--- src/rtl/tick_period_meter_pkg.sv ---
// Shared definitions for the tick period meter: state encoding and counter limit.
package tick_period_meter_pkg;

  typedef enum logic [1:0] {
    ST_IDLE    = 2'd0,
    ST_MEASURE = 2'd1,
    ST_OVF     = 2'd2
  } state_t;

  // Largest value an m-bit cycle counter can hold (2^m - 1).
  function automatic int unsigned count_max(input int unsigned m);
    return (32'd1 << m) - 32'd1;
  endfunction

endpackage

--- src/rtl/tick_period_meter_if.sv ---
// Tick input / measurement result bundle for the tick period meter.
interface tick_period_meter_if
  import tick_period_meter_pkg::*;
#(
  parameter int M = 8
) ();
  // tick/en are level inputs sampled every clk; valid is a one-cycle strobe
  // with no back-pressure: period is qualified only while valid is high.
  logic         tick;
  logic         en;
  logic [M-1:0] period;
  logic         valid;
  logic         locked;
  logic         overflow;
  state_t       state;

  modport master (
    output tick, en,
    input  period, valid, locked, overflow, state
  );

  modport slave (
    input  tick, en,
    output period, valid, locked, overflow, state
  );
endinterface

--- src/rtl/tick_period_meter_rising_edge_detect.sv ---
// Registers d every cycle and flags the cycle in which it goes from 0 to 1.
module rising_edge_detect (
  input  logic clk,
  input  logic clear,
  input  logic d,
  output logic rise
);
  logic d_q;

  always_ff @(posedge clk or posedge clear) begin
    if (clear) d_q <= 1'b0;
    else       d_q <= d;
  end

  assign rise = d & ~d_q;
endmodule

--- src/rtl/tick_period_meter.sv ---
// Measures CLK cycles between tick rising edges; reports period, lock and overflow.
module tick_period_meter
  import tick_period_meter_pkg::*;
#(
  parameter int M          = 8,
  parameter int LOCK_COUNT = 2
) (
  input logic clk,
  input logic clear,
  tick_period_meter_if.slave bus
);
  localparam logic [M-1:0] CNT_MAX  = M'(count_max(M));
  localparam logic [3:0]   LOCK_MAX = 4'(LOCK_COUNT);

  state_t       state, state_n;
  logic [M-1:0] cnt, cnt_n;
  logic [M-1:0] period, period_n;
  logic [3:0]   match, match_n, match_hit;
  logic         valid, valid_n;
  logic         locked, locked_n;
  logic         overflow, overflow_n;
  logic         rise;

  rising_edge_detect u_edge (
    .clk   (clk),
    .clear (clear),
    .d     (bus.tick),
    .rise  (rise)
  );

  always_ff @(posedge clk or posedge clear) begin
    if (clear) begin
      state    <= ST_IDLE;
      cnt      <= '0;
      period   <= '0;
      match    <= '0;
      valid    <= 1'b0;
      locked   <= 1'b0;
      overflow <= 1'b0;
    end else begin
      state    <= state_n;
      cnt      <= cnt_n;
      period   <= period_n;
      match    <= match_n;
      valid    <= valid_n;
      locked   <= locked_n;
      overflow <= overflow_n;
    end
  end

  // Saturating match count for a measurement that repeats the previous one.
  always_comb begin
    match_hit = '0;
    if (cnt == period && period != '0)
      match_hit = (match >= LOCK_MAX) ? LOCK_MAX : match + 4'd1;
  end

  always_comb begin
    state_n    = state;
    cnt_n      = cnt;
    period_n   = period;
    match_n    = match;
    valid_n    = 1'b0;
    locked_n   = locked;
    overflow_n = overflow;
    if (!bus.en) begin
      state_n  = ST_IDLE;
      locked_n = 1'b0;
      match_n  = '0;
    end else begin
      case (state)
        ST_IDLE: begin
          if (rise) begin
            cnt_n   = M'(1);
            state_n = ST_MEASURE;
          end
        end
        ST_MEASURE: begin
          if (rise) begin
            period_n   = cnt;
            valid_n    = 1'b1;
            overflow_n = 1'b0;
            cnt_n      = M'(1);
            match_n    = match_hit;
            locked_n   = (match_hit == LOCK_MAX);
          end else if (cnt == CNT_MAX) begin
            state_n    = ST_OVF;
            overflow_n = 1'b1;
            locked_n   = 1'b0;
            match_n    = '0;
          end else begin
            cnt_n = cnt + M'(1);
          end
        end
        ST_OVF: begin
          // The edge ending an overflowed interval only re-arms the count.
          if (rise) begin
            cnt_n   = M'(1);
            state_n = ST_MEASURE;
          end
        end
        default: state_n = ST_IDLE;
      endcase
    end
  end

  assign bus.period   = period;
  assign bus.valid    = valid;
  assign bus.locked   = locked;
  assign bus.overflow = overflow;
  assign bus.state    = state;
endmodule

--- src/flat_wrapper.sv ---
// flat-port wrapper written by rule: the top's interface ports become plain ports
module tick_period_meter_flat import tick_period_meter_pkg::*;
#(
  parameter int M          = 8,
  parameter int LOCK_COUNT = 2
)
  (clk, clear, bus_tick, bus_en, bus_period, bus_valid, bus_locked, bus_overflow, bus_state);
  tick_period_meter_if #(.M(M)) bus_i ();
  input logic clk;
  input logic clear;
  input wire logic [$bits(bus_i.tick)-1:0] bus_tick;
  input wire logic [$bits(bus_i.en)-1:0] bus_en;
  output wire logic [$bits(bus_i.period)-1:0] bus_period;
  output wire logic [$bits(bus_i.valid)-1:0] bus_valid;
  output wire logic [$bits(bus_i.locked)-1:0] bus_locked;
  output wire logic [$bits(bus_i.overflow)-1:0] bus_overflow;
  output wire logic [$bits(bus_i.state)-1:0] bus_state;
  assign bus_i.tick = bus_tick;
  assign bus_i.en = bus_en;
  assign bus_period = bus_i.period;
  assign bus_valid = bus_i.valid;
  assign bus_locked = bus_i.locked;
  assign bus_overflow = bus_i.overflow;
  assign bus_state = bus_i.state;
  tick_period_meter #(.M(M), .LOCK_COUNT(LOCK_COUNT)) u_core (.clk(clk), .clear(clear), .bus(bus_i));
endmodule
--- config.mk ---
export PLATFORM = sky130hd
export DESIGN_NAME = tick_period_meter_flat
export DESIGN_NICKNAME = d
export VERILOG_FILES = /design/src/rtl/tick_period_meter_pkg.sv /design/src/rtl/tick_period_meter_if.sv /design/src/rtl/tick_period_meter_rising_edge_detect.sv /design/src/rtl/tick_period_meter.sv /design/src/flat_wrapper.sv
export SDC_FILE = /design/constraint.sdc
export NUM_CORES = 1
export LEC_CHECK = 0
export ABC_AREA = 0
export CORE_ASPECT_RATIO = 1.25
export CORE_MARGIN = 3
export CORE_UTILIZATION = 50
export CTS_CLUSTER_SIZE = 24
export DETAILED_ROUTE_END_ITERATION = 7
export PLACE_DENSITY_LB_ADDON = 0.15
export SYNTH_ARGS = -nofsm -noshare
export SYNTH_HDL_FRONTEND = slang
export SYNTH_SLANG_ARGS = --single-unit
--- constraint.sdc ---
create_clock -name clk -period 4.06 [get_ports clk]
set_input_delay 0.609 -clock clk [delete_from_list [all_inputs] [get_ports clk]]
set_output_delay 0.609 -clock clk [all_outputs]
set_load 0.01 [all_outputs]
==> metrics.md <==
| Metric | Value |
|---|---|
| Postcts setup bufs | 0 |
| # rows | 19 |
| Ys async rst share | 100% |
| Clock Tree Buf Depth | 2 |
| Worst Tran Pin Value | roughly 0.96 ns |
| Clk sinks | 26 |
| Die ar. | roughly 3200 um2 |
| Final Wtd Congestion | 0.870 |
| HP Class | flop to flop |
| Post-CTS resize count | 0 |
| Synth area leaders | dfrtp_1 51%, mux2_2 7.0%, xor2_1 5.4% |
| Global-route wire length before repair | 4770 um |
| Share of cells above drive strength 1 | 12.7% |
| Die width | ~51 um |
| Max VDD drop | just over 0.0002 V |
| Clock Root Buffer | clkbuf_4 |
| CP Capture Type | flop |
| Total track usage | around a fifth |
| Hold Violations, Final | 0 |
| Yosys warns | 0 |
| FF+latch area | 651 um2 |
| Max-cap violations | 0 |
| WL/cell | 16.1 um |
| Area leader, netlist | dfrtp_1 |
| Clock period minus worst slack | around 2.3 ns |
| CTS buffer count | 3 |
| Area of the multi-input gates | between 600 and 700 um2 |
| Pin count of the biggest net entering global routing | 27 |
| Starting Density | between 50% and 60% |
| Boundary Pins | 17 |
| Period utilization | around 57% |
| Layout Nets | approximately 140 |
| Synth Cell Area | 1290 um2 |
| Worst EP required | 4.32 ns |
| Post-synth EDFFs | 0 |
| Layout Skew | between 0.005 and 0.006 ns |
| RSZ-0062 raised after global routing | false |
| Core Area | about 2300 um2 |
| Fillcell total | a little over 200 |
| Worst-Skew Late Latency | 0.31 ns |
| Initial antenna violation count | 0 |
| Setup violations, final | 0 |
| Router iterations before antenna repair | 4 |
| Global route overflow | 0 |
| CP cell instances | clkdlybuf4s50_1 > nand2b_1 > nor2_1 > and4_1 > a32o_1 |
| Setup TNS | 0 ns |
| CP max-delay cell | nor2_1 |
| Status | finished clean |
| Syn Nets | approximately 120 |
| Via density per instance | between 5 and 6 |
| Most numerous cell in the Yosys netlist | dfrtp_1 |
| Hpwl dp | roughly 2000 um |
| Commonest cells in the netlist | 26 x dfrtp_1, 9 x nand2_1, 8 x a31oi_1, 8 x mux2_2, 8 x xor2_1 |
| Top_reg_cell synth | dfrtp_1 |
| WP data arrival | between 2 and 3 ns |
| CTS H-tree lvls | 1 |
| Netlist cell types | 34 |
| Pins Over Slew Limit | 0 |
| IO buf count | 16 |
| Critical Path Start Type | input port |
| Area grow syn2layout | 17.5% |
| N_diodes | 0 |
| Critical setup path kind | input port to flop |
| Placed cells | between 150 and 200 |
| Cells after Synth | about 120 |
| Crit path largest cell delay | between 0.7 and 0.8 ns |
| Power per cell area | between 300 and 400 nW/um2 |
| Post-Layout Cell Count | 165 |
| Die span in y | 62.7 um |
| Register area share after synthesis | approximately half |
| Via Count | 982 |
| Max FO, Critical Path | 11 |
| Rel. slew slack | a little over a third |
| Vias in the first global route | roughly 1,100 |
| CTS hold repair buffers | 0 |
| Worst-path clk slew | roughly 0.14 ns |
| Leakage power total | between 0.7 and 0.8 nW |
| Routed wire length | 2650 um |
| Flops & latches, synth | 26 |
| TritonCTS clock tree | done |
| ANT nets after route | 0 |
| DR iter-0 viols | 30 |
| Syn Area/Cell | between 10 and 15 um2 |
| Drt drc | 0 |
| Post-synth top area share | 50.5% |
| F_max | 432 MHz |
==> layout by cell type, fill, tap and decap left out, types with 2 or more instances in the layout <==
cell	netlist	layout
nand3b_1	2	2
or3_1	4	4
clkbuf_4	0	3
clkdlybuf4s50_1	0	16
a21oi_1	2	2
and3_2	2	2
mux2_2	8	8
ha_1	3	3
o21ai_0	3	3
xor2_1	8	8
dfrtp_1	26	26
a22o_1	3	3
inv_1	4	4
and4_1	2	2
nor2_1	4	4
and2_1	2	2
nand2_1	9	9
nor4_1	5	5
a31oi_1	8	8
nand3_1	4	4
==> area by class of cell <==
type | instances | area share [%]
well taps | 31 | 2.56
inverters | 4 | 0.993
flip-flops and latches | 26 | 43.0
multi-input cells | 84 | 40.4
clock buffers | 4 | 2.40
repair buffers | 16 | 10.6
==> metrics by stage <==
stage               util [%]  setup slack (ns)  cell area [um2]  power, mW  hold WS (ns)
floorplan                  -              2.46             1290      0.339         0.454
global placement        63.4              1.53             1480      0.370         0.479
detailed placement      63.4              1.44             1480      0.374         0.488
CTS                     64.9              1.76             1510      0.502         0.525
global route            64.9              1.60             1510      0.524         0.553
finish                  64.9              1.74             1510      0.497         0.523
==> flip-flops by register name (all words and copies together) (netlist names) <==
register / cells
u_core.bus.state: 2
u_core.bus.valid: 1
u_core.cnt: 8
u_core.u_edge.d_q: 1
u_core.match: 4
u_core.bus.overflow: 1
u_core.bus.locked: 1
u_core.bus.period: 8
==> report_power, final <==
group	switching, mW	internal (mW)	total, mW
clock network	0.0734	0.0547	0.128
logic	0.0372	0.0397	0.0769
registers	0.0207	0.272	0.292
==> critical path: cells and delay by family <==
family                 cells  cell delay (ns)
buffers and inverters      1             0.49
AOI/OAI and AO/OA          1             0.18
and+or+nand+nor            3             1.29
==> final timing paths <==
| kind | cells past startpoint | slack (ns) | end | start |
|---|---|---|---|---|
| max | 5 | 1.74 | u_core.match[2] | bus_tick |
| min | 1 | 0.52 | u_core.match[3] | u_core.match[3] |
| max reg2reg | 4 | 2.06 | u_core.match[2] | u_core.u_edge.d_q |
| min reg2reg | 1 | 0.52 | u_core.match[3] | u_core.match[3] |
| max in group asynchronous | 2 | 2.68 | u_core.cnt[2] | clear |
| min in group asynchronous | 2 | 0.80 | u_core.match[1] | clear |
==> per-layer routing <==
| layer | vias up | GRT usage, % | part of all wire, % |
|---|---|---|---|
| li1 | 467 | - | - |
| met3 | 2 | 2.63 | 4.6 |
| met2 | 26 | 32.6 | 52 |
| met5 | - | 0 | 0 |
| met4 | 0 | 7.21 | 0.75 |
| met1 | 487 | 23.2 | 43 |
==> cells by family (layout without fill, tap and decap cells) <==
| logic type | count (synthesis) | after routing | synth area share [%] |
|---|---|---|---|
| flip-flops | 26 | 26 | 50.5 |
| adder cells (fa/ha/maj) | 3 | 3 | 2.92 |
| multiplexers | 9 | 9 | 7.77 |
| AO/OA/AOI/OAI | 22 | 22 | 11.6 |
| XOR/XNOR | 8 | 8 | 5.44 |
| buffers and inverters | 6 | 24 | 1.94 |
| AND/OR/NAND/NOR | 42 | 42 | 19.8 |
Note: power is estimated with default switching activity, not from simulation.
